$ cat config.mk
export PLATFORM = sky130hd
export DESIGN_NAME = mdioconf_hst_arb
export DESIGN_NICKNAME = d
export VERILOG_FILES = /design/src/rtl/mdioconf_hst_arb.sv
export SDC_FILE = /design/constraint.sdc
export NUM_CORES = 1
export LEC_CHECK = 0
export BUFFER_PORTS_ARGS = -buffer_cell sky130_fd_sc_hd__buf_2
export CAP_MARGIN = 40
export CORE_ASPECT_RATIO = 0.6
export CORE_UTILIZATION = 25
export DETAILED_ROUTE_END_ITERATION = 10
export PLACE_DENSITY = 0.51
export SKIP_CTS_REPAIR_TIMING = 1
export SYNTH_ARGS = -nofsm -noshare
export SYNTH_HDL_FRONTEND = slang
export SYNTH_SLANG_ARGS = --single-unit
$ cat constraint.sdc
create_clock -name host_clk -period 2.84 [get_ports host_clk]
set_input_delay 0.426 -clock host_clk [delete_from_list [all_inputs] [get_ports host_clk]]
set_output_delay 0.426 -clock host_clk [all_outputs]
set_load 0.02 [all_outputs]
$ cat src/rtl/mdioconf_hst_arb.sv
// mdioconf_hst_arb: round-robin two-requester arbiter sequencing config and MIIM transactions onto the MAC host bus
module mdioconf_hst_arb #(
  parameter int CFG_RD_LAT = 2,
  parameter int TIMEOUT    = 4095
) (
  input  logic        host_clk,
  input  logic        host_reset,
  input  logic [1:0]  req_valid,
  input  logic [3:0]  req_opcode,
  input  logic [19:0] req_addr,
  input  logic [63:0] req_wr_data,
  input  logic [1:0]  req_miim_sel,
  output logic [1:0]  req_ack,
  output logic [1:0]  req_done,
  output logic [63:0] req_rd_data,
  output logic [1:0]  req_err,
  output logic [1:0]  host_opcode,
  output logic [9:0]  host_addr,
  output logic [31:0] host_wr_data,
  output logic        host_miim_sel,
  output logic        host_req,
  input  logic [31:0] host_rd_data,
  input  logic        host_miim_rdy
);
  typedef enum logic [2:0] {IDLE, CFG, MIIM_ARM, MIIM_GAP, MIIM_WAIT} state_t;
  state_t      state_q, state_d;
  logic        last_q, last_d, cur_q, cur_d, win;
  logic [11:0] cnt_q, cnt_d, cnt_inc;
  logic [1:0]  op_q, op_d, ack_q, ack_d, done_q, done_d, err_q, err_d;
  logic [9:0]  addr_q, addr_d;
  logic [31:0] wr_q, wr_d, fin_data;
  logic        sel_q, sel_d, hreq_q, hreq_d, fin, fin_err;
  logic [63:0] rd_q, rd_d;
  assign win     = &req_valid ? ~last_q : req_valid[1];
  assign cnt_inc = cnt_q + 12'd1;
  always_comb begin
    state_d  = state_q;
    last_d   = last_q;
    cur_d    = cur_q;
    cnt_d    = cnt_q;
    op_d     = op_q;
    addr_d   = addr_q;
    wr_d     = wr_q;
    sel_d    = sel_q;
    hreq_d   = 1'b0;
    ack_d    = 2'b00;
    done_d   = 2'b00;
    err_d    = 2'b00;
    rd_d     = rd_q;
    fin      = 1'b0;
    fin_err  = 1'b0;
    fin_data = 32'd0;
    case (state_q)
      IDLE: if (|req_valid) begin
        state_d    = req_miim_sel[win] ? MIIM_ARM : CFG;
        last_d     = win;
        cur_d      = win;
        cnt_d      = 12'd0;
        op_d       = win ? req_opcode[3:2] : req_opcode[1:0];
        addr_d     = win ? req_addr[19:10] : req_addr[9:0];
        wr_d       = win ? req_wr_data[63:32] : req_wr_data[31:0];
        sel_d      = req_miim_sel[win];
        ack_d[win] = 1'b1;
      end
      CFG: begin
        cnt_d    = cnt_inc;
        fin      = cnt_q == 12'(CFG_RD_LAT);
        fin_data = host_rd_data;
      end
      MIIM_ARM: begin
        cnt_d   = cnt_inc;
        fin     = cnt_inc == 12'(TIMEOUT);
        fin_err = fin;
        state_d = (!fin && hreq_q) ? MIIM_GAP : state_q;
        hreq_d  = !fin && !hreq_q && host_miim_rdy;
      end
      MIIM_GAP: state_d = MIIM_WAIT;
      MIIM_WAIT: begin
        cnt_d    = cnt_inc;
        fin_err  = cnt_inc == 12'(TIMEOUT);
        fin      = fin_err || host_miim_rdy;
        fin_data = fin_err ? 32'd0 : {16'd0, host_rd_data[15:0]};
      end
      default: state_d = IDLE;
    endcase
    // Completion: report to the owning requester and park the bus at idle values
    if (fin) begin
      state_d       = IDLE;
      done_d[cur_q] = 1'b1;
      err_d[cur_q]  = fin_err;
      rd_d          = cur_q ? {fin_data, rd_q[31:0]} : {rd_q[63:32], fin_data};
      op_d          = 2'b11;
      addr_d        = 10'd0;
      wr_d          = 32'd0;
      sel_d         = 1'b0;
    end
  end
  always_ff @(posedge host_clk) begin
    if (host_reset) begin
      state_q <= IDLE;
      last_q  <= 1'b1;
      cur_q   <= 1'b0;
      cnt_q   <= 12'd0;
      op_q    <= 2'b11;
      addr_q  <= 10'd0;
      wr_q    <= 32'd0;
      sel_q   <= 1'b0;
      hreq_q  <= 1'b0;
      ack_q   <= 2'b00;
      done_q  <= 2'b00;
      err_q   <= 2'b00;
      rd_q    <= 64'd0;
    end else begin
      state_q <= state_d;
      last_q  <= last_d;
      cur_q   <= cur_d;
      cnt_q   <= cnt_d;
      op_q    <= op_d;
      addr_q  <= addr_d;
      wr_q    <= wr_d;
      sel_q   <= sel_d;
      hreq_q  <= hreq_d;
      ack_q   <= ack_d;
      done_q  <= done_d;
      err_q   <= err_d;
      rd_q    <= rd_d;
    end
  end
  assign req_ack       = ack_q;
  assign req_done      = done_q;
  assign req_err       = err_q;
  assign req_rd_data   = rd_q;
  assign host_opcode   = op_q;
  assign host_addr     = addr_q;
  assign host_wr_data  = wr_q;
  assign host_miim_sel = sel_q;
  assign host_req      = hreq_q;
endmodule

Word-level counts from Yosys, hierarchy flattened
Cells that the tools add are included.

Flip-flop bits (word level): 133. Input bits: 127. Output and inout port bits: 116.

Add/sub/neg operators: 1. Magnitude comparators: 4. Equal/unequal tests: 8. Multiplexer cells: 20. Bitwise operators: 8. Reduce and logical (&&, ||, !) cells: 24.

Operators by type and width (number): 32-bit one-hot mux with 2 select lines (1); 32-bit two-way mux (1); 12-bit one-hot mux with 2 select lines (1); 16-bit two-way mux (1); 12-bit by 1-bit adder with 12-bit output, second input constant (1); 12-bit == test, second input constant (1); 12-bit by 2-bit == test with 1-bit output, second input constant (1); 12-bit two-way mux (1); 3-bit one-hot mux with 4 select lines (1); 2-bit OR reduction (6); 10-bit two-way mux (1); 2-bit AND reduction (5); 1-bit NOT (7); 3-bit by 2-bit == test with 1-bit output, second input constant (2); 1-bit two-way mux (6); 3-bit two-way mux (2); 3-bit OR reduction (2); 1-bit logical AND (5); 1-bit by 2-bit < comparator with 1-bit output, second input constant (2); 2-bit two-way mux (2); 2-bit != test, second input constant (2); 3-bit by 1-bit == test with 1-bit output, second input constant (1); 3-bit == test, second input constant (1); 3-bit zero test (1); 8 further kinds (11).

Depth between registers and ports, before layout
Gate-level depths: netlist of the first run.

Depth in word-level cells: 7. Depth in mapped cells: 9. Depth with buffers taken out: 7.

Worst setup path before layout of the first run
Ideal clock, no wire load.

Path type: register to register. Start point: register cnt_q[1]. End point: register state_q[2]. Setup time: 117 ps. Data arrival time: 2050 ps. Required time: 2723 ps. Setup slack: 672 ps. Stages on the path, launching flop included: 9. Buffers on the path: 2. Period minus slack after synthesis: 2168 ps. Cells stage by stage: dfxtp_1 ha_1 nand3_2 or3_4 a2111oi_4 or3_1 buf_4 buf_2 nor2_1.

Longest elaborated chain between the ends: 6. Elaborated cells between the ends (all ways): 10.

Ends and longest elaborated chain: from (decl) (line 28) `logic [11:0] cnt_q, cnt_d, cnt_inc;`; from (signal assigned) (line 117) `cnt_q <= cnt_d;`; 12-bit by 1-bit adder with 12-bit output (line 35) `assign cnt_inc = cnt_q + 12'd1;`; 12-bit == test (line 72, 80); 1-bit zero test (line 74) `state_d = (!fin && hreq_q) ? MIIM_GAP : state_q;`; 1-bit logical AND (line 74); 2-bit != test (no line); 3-bit AND reduction (no line); to (signal assigned) (line 114) `state_q <= state_d;`; to (decl) (line 26) `state_t state_q, state_d;`.

Several ways; a longest one is shown, not always the timed one. A chain may end at the register's enable or synchronous reset.

Worst setup path in the final report of the first run
Start point: register cnt_q[1]. End point: register rd_q[10], in the netlist req_rd_data[10].

Longest elaborated chain between the ends: 5. Elaborated cells between the ends (all ways): 8.

Ends and longest elaborated chain: 12-bit by 1-bit adder with 12-bit output (line 35); 12-bit == test (line 72, 80); 1-bit logical OR (line 81) `fin = fin_err || host_miim_rdy;`; 1-bit one-hot mux with 3 select lines (line 53) `case (state_q)`; 2-bit AND reduction (no line); to (signal assigned) (line 126) `rd_q <= rd_d;`; to (decl) (line 33) `logic [63:0] rd_q, rd_d;`.

Several ways; a longest one is shown, not always the timed one.

==> flow_metrics.env, run 1 <==
export IMPL_status="finished clean"
export IMPL_finClkSkew_ns=0.0150
export IMPL_grt_busiest_layer="met2"
export IMPL_tritoncts="yes"
export IMPL_hold_viol_final=0
export IMPL_synth_compound_area_share_pct=24.8
export IMPL_finalSetupViolations=0
export IMPL_cts_buffers_inserted=17
export IMPL_cpMaxStageDelayCell="a2111oi_4"
export IMPL_insertion_delay_ns=0.42
export IMPL_grtUsageMet2_pct=20.8
export IMPL_cp_max_fo=32
export IMPL_grt_pass1_vias=4573
export IMPL_area_growth_pct=41.9
export IMPL_std_cell_rows=40
export IMPL_wire_per_inst_um=14.9
export IMPL_start_util_pct=25.7
export IMPL_slowest_delay_ns=0.51
export IMPL_synth_nets=649
export IMPL_synth_xor_xnor_area_share_pct=0.989
export IMPL_clockBufferDepth=2
export IMPL_tns_ns=0
export IMPL_synth_warnings=0
export IMPL_grt_first_pass_wirelength_mm=24.8
export IMPL_io_buffers=242
export IMPL_layout_min_cycle_time_ns=2.53
export IMPL_num_vias=4753
export IMPL_yosysTopAreaCellShare_pct=51.3
export IMPL_fin_crit_sh_pct=88.9
export IMPL_power_leakage_nw=3.46
export IMPL_synthCells=519
export IMPL_grt_overflow=0
export IMPL_ys_seq_area_share_pct=51.3
export IMPL_wl_mm=15.5
export IMPL_drc=0
export IMPL_max_slew_margin_pct=46.5
export IMPL_htreeDepth=4
export IMPL_synth_area_leader_cell="dfxtp_1"
export IMPL_drive_gt1_share_pct=39.3
export IMPL_synth_seq_cells=133
export IMPL_numClockSinks=133
export IMPL_dieArea_um2=21400
export IMPL_synth_simple_area_share_pct=13.1
export IMPL_critPathKind="reg -> reg"
export IMPL_yosysMostFrequentCell="dfxtp_1"
export IMPL_cts_root_buf="clkbuf_16"
export IMPL_path_clk_slew_ns=0.06
export IMPL_slew_viol_final=0
export IMPL_grt_max_degree=69
export IMPL_syn_area_um2=5190
export IMPL_antenna_found_initial=1
export IMPL_synth_edff_count=0
export IMPL_fin_nets=883
export IMPL_synth_avg_cell_area_um2=10.0
export IMPL_cp_data_required_time_ns=3.14
export IMPL_firstDrtPassIters=4
export IMPL_rsz0062_at_grt="false"
export IMPL_start_kind="register"
export IMPL_ys_async_sr_fraction_pct=0
export IMPL_synth_ff_type="dfxtp_1"
export IMPL_ios=243
export IMPL_critPathCaptureType="register"
export IMPL_critPathArrivalTime_ns=2.83
export IMPL_antenna_left=0
export IMPL_hold_class="in -> reg"
export IMPL_power_density_nw_per_um2=744
export IMPL_synthMuxAreaShare_pct=5.02
export IMPL_met1_usage_pct=20.4
export IMPL_cap_viol_max_count=0
export IMPL_clock_fmax_mhz=396
export IMPL_power_w=0.00547
export IMPL_worst_pin_slew_ns=0.802
export IMPL_synth_area_leaders="dfxtp_1 (51%), a22o_1 (11%), mux2i_1 (5.0%)"
export IMPL_synth_top_family_by_area="compound AO/OA/AOI/OAI gates"
export IMPL_core_area_um2=20200
export IMPL_use_met3_pct=6.34
export IMPL_die_h_um=114
export IMPL_place_congestion=0.825
export IMPL_synth_fa_ha_area_share_pct=0.916
export IMPL_fin_util_pct=36.5
export IMPL_synth_top_cells_by_count="dfxtp_1 (133), a22o_1 (64), nor2_1 (54)"
export IMPL_vdd_drop_max_uv=396
export IMPL_fp_dieW_um=188
export IMPL_crit_chain="ha_1, nand3_2, or3_4, a2111oi_4, o31ai_4, buf_4, a22o_1"
export IMPL_track_usage_pct=14.9
export IMPL_hpwl_mm=11.0
export IMPL_drt_iter0_markers=194
export IMPL_synth_cell_types=53
export IMPL_post_drt_via_cell_ratio=4.57
[path summary, 6_finish.rpt]
| check | start | end | slack [ns] | depth (start not counted) |
|---|---|---|---|---|
| max | cnt_q[1]$_SDFFE_PP0P_ | req_rd_data[10]$_SDFFE_PP0P_ | 0.31 | 7 |
| min | host_rd_data[12] | req_rd_data[44]$_SDFFE_PP0P_ | 0.23 | 2 |
| max reg2reg | cnt_q[1]$_SDFFE_PP0P_ | req_rd_data[10]$_SDFFE_PP0P_ | 0.31 | 7 |
| min reg2reg | host_miim_sel$_SDFFE_PP0P_ | host_miim_sel$_SDFFE_PP0P_ | 0.45 | 2 |
[where the power goes]
group          switching (W)  internal (W)
Sequential         0.0000848       0.00202
Combinational       0.000659      0.000407
Clock               0.000864       0.00144
Total                0.00161       0.00387
[through the flow]
stage | hold slack, ns | instance area (µm²) | worst slack [ns] | std cells
6_report | 0.229 | 7360 | 0.314 | 1040
5_1_grt | 0.211 | 7360 | 0.165 | 1039
4_1_cts | 0.203 | 7360 | 0.321 | 1039
3_5_place_dp | 0.445 | 6740 | 0.360 | 1007
3_3_place_gp | 0.442 | 6720 | 0.418 | 1006
2_1_floorplan | 0.450 | 5190 | 0.672 | 519
[per-layer routing]
layer,routed length (µm),part of all wire [%],vias to the layer above
met4,145,0.94,0
met3,1270,8.2,11
met2,6240,40,153
li1,-,-,2406
met1,7840,51,2183
met5,0,0,-
[layout make-up]
cell class | count | area (µm²)
Antenna cell | 1 | 2.50
Sequential cell | 133 | 2660
Tap cell | 273 | 342
Clock buffer | 20 | 457
Inverter | 5 | 18.8
Multi-Input combinational cell | 339 | 2360
Timing Repair Buffer | 257 | 1360
Clock inverter | 12 | 164
Fill cell | 2070 | 12800
[state kept, by name, indices dropped and copies added, names as in the netlist, 2 cells and up]
| name | flops |
|---|---|
| req_rd_data | 64 |
| host_wr_data | 32 |
| cnt_q | 12 |
| host_addr | 10 |
| state_q | 3 |
| host_opcode | 2 |
| req_ack | 2 |
| req_done | 2 |
| req_err | 2 |
[placed cells by master, fill, tap and decap left out, drive strengths merged, types with 7 or more instances in the layout]
cell    count
buf       257
dfxtp     133
a22o       64
nor2       54
a21oi      31
a211oi     27
mux2i      26
clkbuf     20
nand2      19
nand3      19
a22oi      16
o21ai      11
inv        10
nor3        8
and3        7
[kinds of logic after synthesis]
family,Yosys count
AO/OA/AOI/OAI,167
adder cells (fa/ha/maj),4
XOR/XNOR,5
flip-flops,133
buffers and inverters,47
multiplexers,26
AND/OR/NAND/NOR,137
[worst max-delay path, delay by kind of cell (launching register included)]
kind | cells | cell delay (ns)
adders and majority gates | 1 | 0.27
DFF | 1 | 0.41
buffers and inverters | 1 | 0.26
and+or+nand+nor | 2 | 0.60
AOI/OAI and AO/OA | 3 | 0.87
Note: power is estimated with default switching activity, not from simulation.
==> inputs of run 2 (changes only) <==
BUFFER_PORTS_ARGS = default   (was -buffer_cell sky130_fd_sc_hd__buf_2)
DONT_BUFFER_PORTS = 1   (was default)
PLACE_DENSITY = 0.41   (was 0.51)
==> run 2 against run 1 <==
Effect of this change:
- sequential share of layout area up 7.5 points
- routed wire length shrank 7.2%
- setup slack better by 0.036 ns
- core utilization shrank 6.3 points
- first-iteration DRC count is 4.6% lower
- clock skew is 0.0041 ns lower
- final cell count down 23%
- worst hold slack lost 0.15 ns
- non-clock buffer count down 243
- critical path depth unchanged
- clock-buffer cell count unchanged
- register-to-register slack improved by 0.04 ns
==> flow_metrics.env, run 2 (same netlist as run 1, synthesis figures left out) <==
export IMPL_critical_path_top_delay_family="simple AND/OR/NAND/NOR gates"
export IMPL_hold_viol_final=0
export IMPL_num_vias=4008
export IMPL_fp_dieW_um=188
export IMPL_power_density_nw_per_um2=836
export IMPL_cts_buffers_inserted=17
export IMPL_ios=243
export IMPL_switching_share_pct=30.6
export IMPL_slowest_delay_ns=0.52
export IMPL_htreeDepth=4
export IMPL_area_growth_pct=17.5
export IMPL_fin_crit_sh_pct=87.7
export IMPL_grt_first_pass_wirelength_mm=21.8
export IMPL_drive_gt1_share_pct=11.1
export IMPL_power_frac_seq_pct=45.3
export IMPL_cap_viol_max_count=0
export IMPL_clock_power_share_pct=42.0
export IMPL_clock_fmax_mhz=402
export IMPL_holdPathStages=1
export IMPL_power_leakage_nw=2.32
export IMPL_place_area_um2=5520
export IMPL_firstDrtPassIters=5
export IMPL_fin_nets=640
export IMPL_crit_chain="ha_1, nand3_2, or3_4, a2111oi_4, or3_2, buf_12, a211oi_1"
export IMPL_p_int_w=0.00353
export IMPL_cts_root_buf="clkbuf_16"
export IMPL_finClkSkew_ns=0.0110
export IMPL_grt_max_degree=69
export IMPL_start_kind="register"
export IMPL_final_common_cell="dfxtp_1"
export IMPL_vdd_drop_max_uv=456
export IMPL_critPathArrivalTime_ns=2.76
export IMPL_cp_buffers_inverters=1
export IMPL_critPathKind="reg -> reg"
export IMPL_finalSetupViolations=0
export IMPL_start_util_pct=25.7
export IMPL_core_area_um2=20200
export IMPL_antenna_found_initial=0
export IMPL_fin_ws_ns=0.350
export IMPL_grt_pass1_vias=3853
export IMPL_slew_viol_final=0
export IMPL_antenna_left=0
export IMPL_worst_hold_slack_ns=0.0763
export IMPL_hold_class="in -> reg"
export IMPL_insertion_delay_ns=0.43
export IMPL_reg2reg_depth=7
export IMPL_cp_data_required_time_ns=3.11
export IMPL_num_fill_cells=2095
export IMPL_power_w=0.00509
export IMPL_track_usage_pct=13.4
export IMPL_status="finished clean"
export IMPL_layout_min_cycle_time_ns=2.49
export IMPL_dieArea_um2=21400
export IMPL_pwr_share_comb_pct=12.6
export IMPL_drt_iter0_markers=185
export IMPL_clockBufferDepth=2
export IMPL_max_slew_margin_pct=45.4
export IMPL_critPathCaptureType="register"
export IMPL_post_drt_via_cell_ratio=5.04
export IMPL_cpMaxStageDelayCell="a2111oi_4"
export IMPL_std_cell_rows=40
export IMPL_worstSetupPathDepth=7
export IMPL_wl_mm=14.4
export IMPL_grt_overflow=0
export IMPL_final_cell_mix="dfxtp_1 (133), a22o_1 (64), nor2_1 (54), a21oi_1 (31), a211oi_1 (27)"
export IMPL_largest_reg_flops=64
export IMPL_worst_pin_slew_ns=0.819
export IMPL_place_congestion=0.748
export IMPL_die_h_um=114
export IMPL_design_area_um2=6100
export IMPL_tritoncts="yes"
export IMPL_io_buffers=0
export IMPL_dp_slack_ns=0.351
export IMPL_n_antenna_cell=0
export IMPL_switching_power_w=0.00156
export IMPL_drc=0
export IMPL_path_clk_slew_ns=0.06
export IMPL_rsz0062_at_grt="false"
export IMPL_hpwl_mm=10.1
export IMPL_wire_per_inst_um=18.1
export IMPL_numClockSinks=133
export IMPL_cp_max_fo=48
export IMPL_tns_ns=0
==> run 2: per-stage QoR <==
| step | utilization, % | instances |
|---|---|---|
| after global routing | 30.2 | 796 |
| after detailed placement | 27.4 | 764 |
| after global placement | 27.2 | 762 |
| final | 30.2 | 796 |
| after floorplan | - | 519 |
| after CTS | 30.2 | 796 |
==> run 2: power groups by stage <==
stage	Sequential, W	Combinational (W)	Clock (W)
5_1_grt	0.00233	0.000730	0.00229
3_5_place_dp	0.00235	0.000649	0
4_1_cts	0.00231	0.000649	0.00220
2_1_floorplan	0.00229	0.000514	0
6_report	0.00231	0.000644	0.00214
3_3_place_gp	0.00235	0.000604	0
==> run 2: path summary, 6_finish.rpt <==
check	start	end	slack, ns
hold reg to reg	last_q$_SDFFE_PP1P_	last_q$_SDFFE_PP1P_	0.50
setup / recovery	cnt_q[1]$_SDFFE_PP0P_	host_wr_data[22]$_SDFFE_PP0P_	0.35
setup reg to reg	cnt_q[1]$_SDFFE_PP0P_	host_wr_data[22]$_SDFFE_PP0P_	0.35
hold / removal	host_reset	cnt_q[6]$_SDFFE_PP0P_	0.08
==> run 2: routing by layer <==
| metal | vias up | global-route usage (%) | part of all wire [%] |
|---|---|---|---|
| li1 | 1925 | - | - |
| met5 | - | 0 | 0 |
| met4 | 0 | 5.75 | 1.5 |
| met2 | 173 | 19.6 | 43 |
| met3 | 17 | 6.74 | 11 |
| met1 | 1893 | 16.6 | 45 |
==> run 2: cell type report <==
type	count	area, µm²	share of cell area, %
Sequential cell	133	2660	43.7
Clock inverter	12	119	1.95
Inverter	5	18.8	0.308
Clock buffer	20	457	7.49
Tap cell	273	342	5.60
Timing Repair Buffer	14	138	2.26
Multi-Input combinational cell	339	2360	38.7
==> inputs of run 3 (changes only) <==
ABC_AREA = 1   (was default)
==> run 3 against run 2 <==
Effect of this change:
- routed wire length grew 29%
- first-iteration DRC count grew to 2.5 times the previous value
- power grew 25%
- clock skew shrank 0.0024 ns
- worst hold slack lost 0.0035 ns
- critical path depth grew 5
- final cell count grew 52%
- global-route usage grew 1.6 points
- sequential share of layout area shrank 5.2 points
- synthesized cell count grew 74%
- critical endpoint is now req_rd_data[41]$_SDFFE_PP0P_
- highest routed layer unchanged
==> flow_metrics.env, run 3 <==
export IMPL_vdd_drop_max_uv=391
export IMPL_synthCells=904
export IMPL_area_growth_pct=15.0
export IMPL_place_congestion=0.799
export IMPL_critPathKind="reg -> reg"
export IMPL_post_drt_via_cell_ratio=4.50
export IMPL_yosysTopAreaCellShare_pct=44.3
export IMPL_min_delay_start="host_reset"
export IMPL_met1_usage_pct=21.0
export IMPL_critPathCaptureType="register"
export IMPL_crit_chain="ha_1, nand3_2, nor2_4, nand3_1, nand2_1, nand2_1, nor2_2, nand3_4, nand2_4, nand2_4, nor2_1, nor2_1"
export IMPL_status="finished clean"
export IMPL_cap_viol_max_count=0
export IMPL_fp_dieW_um=202
export IMPL_firstDrtPassIters=5
export IMPL_path_clk_slew_ns=0.06
export IMPL_drt_iter0_markers=470
export IMPL_critPathArrivalTime_ns=2.86
export IMPL_power_leakage_nw=2.90
export IMPL_r2r_end="req_rd_data[41]$_SDFFE_PP0P_"
export IMPL_start_kind="register"
export IMPL_multi_input_area_um2=2820
export IMPL_final_cell_mix="nand2_1 (233), nor2_1 (177), dfxtp_1 (133), a21oi_1 (78), inv_1 (73)"
export IMPL_grt_busiest_layer="met1"
export IMPL_synth_seq_cells=133
export IMPL_num_fill_cells=2597
export IMPL_start_util_pct=25.8
export IMPL_track_usage_pct=15.0
export IMPL_cp_data_required_time_ns=3.16
export IMPL_rsz0062_at_grt="false"
export IMPL_synth_warnings=0
export IMPL_area_sequential_um2=2660
export IMPL_use_met3_pct=6.63
export IMPL_syn_area_um2=6010
export IMPL_drive_gt1_share_pct=6.93
export IMPL_yosysMostFrequentCell="nand2_1"
export IMPL_synth_area_leader_cell="dfxtp_1"
export IMPL_std_cell_rows=43
export IMPL_grt_max_degree=74
export IMPL_num_vias=5445
export IMPL_die_h_um=122
export IMPL_fin_crit_sh_pct=89.3
export IMPL_hpwl_mm=12.8
export IMPL_final_common_cell="nand2_1"
export IMPL_fin_nets=1012
export IMPL_finClkSkew_ns=0.00859
export IMPL_hold_class="in -> reg"
export IMPL_placed_cells_incl_taps=1178
export IMPL_dieArea_um2=24700
export IMPL_core_area_um2=23300
export IMPL_wl_mm=18.6
export IMPL_finalSetupViolations=0
export IMPL_drc=0
export IMPL_max_slew_margin_pct=51.2
export IMPL_largest_reg_flops=64
export IMPL_numClockSinks=133
export IMPL_place_area_um2=6300
export IMPL_grt_overflow=0
export IMPL_grtUsageMet2_pct=19.8
export IMPL_grt_first_pass_wirelength_mm=28.3
export IMPL_insertion_delay_ns=0.43
export IMPL_reg2reg_depth=12
export IMPL_cts_root_buf="clkbuf_16"
export IMPL_hold_viol_final=0
export IMPL_io_buffers=0
export IMPL_power_w=0.00638
export IMPL_synth_ff_type="dfxtp_1"
export IMPL_holdPathStages=1
export IMPL_worst_pin_slew_ns=0.731
export IMPL_wire_per_inst_um=15.4
export IMPL_slowest_delay_ns=0.45
export IMPL_cp_max_fo=33
export IMPL_cp_buffers_inverters=0
export IMPL_holdPathEnd="cur_q$_SDFFE_PP0P_"
export IMPL_ys_async_sr_fraction_pct=0
export IMPL_cts_buffers_inserted=17
export IMPL_power_density_nw_per_um2=923
export IMPL_cpMaxStageDelayCell="dfxtp_1"
export IMPL_synth_edff_count=0
export IMPL_synth_avg_cell_area_um2=6.65
export IMPL_design_area_um2=6920
export IMPL_clockBufferDepth=2
export IMPL_antenna_left=0
export IMPL_htreeDepth=4
export IMPL_ios=243
export IMPL_final_cells=1210
export IMPL_tns_ns=0
export IMPL_synth_area_leaders="dfxtp_1 (44%), nand2_1 (15%), nor2_1 (11%)"
export IMPL_ys_seq_area_share_pct=44.3
export IMPL_slew_viol_final=0
export IMPL_timing_rr_start="cnt_q[1]$_SDFFE_PP0P_"
export IMPL_grt_pass1_vias=4759
export IMPL_layout_min_cycle_time_ns=2.54
export IMPL_clock_fmax_mhz=394
export IMPL_tritoncts="yes"
export IMPL_synth_cell_types=29
export IMPL_n_antenna_cell=0
export IMPL_critical_path_top_delay_family="simple AND/OR/NAND/NOR gates"
export IMPL_antenna_found_initial=0
export IMPL_ff2ff_setup_slack_ns=0.30
export IMPL_synth_nets=1034
export IMPL_synth_top_cells_by_count="nand2_1 (233), nor2_1 (177), dfxtp_1 (133)"
run 3: cell types whose count changed in the layout (fill, tap and decap cells not counted), sizes merged, moves of 15 or more:
| cell | delta |
|---|---|
| o21ai | +21 |
| nand2 | +217 |
| a22oi | -16 |
| a22o | -64 |
| a21oi | +47 |
| a211oi | -27 |
| nand3 | +53 |
| a31oi | +15 |
| inv | +66 |
| nor2 | +128 |
| mux2i | -26 |
run 3: cell type report:
cell class	count	share of cell area (%)
Multi-Input combinational cell	640	40.7
Inverter	77	4.18
Timing Repair Buffer	13	1.95
Clock buffer	20	6.75
Clock inverter	12	2.19
Tap cell	315	5.70
Sequential cell	133	38.5
run 3: stage by stage:
step / utilization (%) / hold slack (ns) / worst slack, ns
after global routing: 29.6 / 0.0375 / 0.0542
after floorplan: - / 0.429 / 0.829
after global placement: 27.0 / 0.465 / 0.383
after CTS: 29.6 / 0.0364 / 0.342
after detailed placement: 27.0 / 0.470 / 0.349
final: 29.6 / 0.0728 / 0.304
run 3: per-layer routing:
layer	vias up	wire [µm]	share of wire (%)
li1	2817	-	-
met1	2461	9080	49
met2	150	7720	41
met3	17	1560	8.4
met4	0	244	1.3
met5	-	0	0
run 3: where the power goes:
part / internal (W) / total, W / leakage, nW / switching, W
clock: 0.00145 / 0.00236 / 0.302 / 0.000908
combinational: 0.000403 / 0.00137 / 1.51 / 0.000964
sequential: 0.00214 / 0.00266 / 1.08 / 0.000514
run 3: worst max-delay path by stage:
stage	startpoint	end	slack [ns]	depth (start not counted)
finish	cnt_q[1]$_SDFFE_PP0P_	req_rd_data[41]$_SDFFE_PP0P_	0.30	12
global route	cnt_q[1]$_SDFFE_PP0P_	req_rd_data[44]$_SDFFE_PP0P_	0.05	12
CTS	cnt_q[1]$_SDFFE_PP0P_	req_rd_data[41]$_SDFFE_PP0P_	0.34	12
detailed placement	cnt_q[1]$_SDFFE_PP0P_	req_rd_data[41]$_SDFFE_PP0P_	0.35	12
global placement	cnt_q[1]$_SDFFE_PP0P_	req_rd_data[35]$_SDFFE_PP0P_	0.38	12
floorplan	cnt_q[1]$_SDFFE_PP0P_	req_rd_data[10]$_SDFFE_PP0P_	0.83	13
run 3: kinds of logic after synthesis:
family,Yosys count,synth area share [%]
DFF,133,44.3
and+or+nand+nor,506,34.7
buffers and inverters,131,8.90
AOI/OAI and AO/OA,130,11.3
xor gates and xnor gates,1,0.146
adders and majority gates,3,0.624
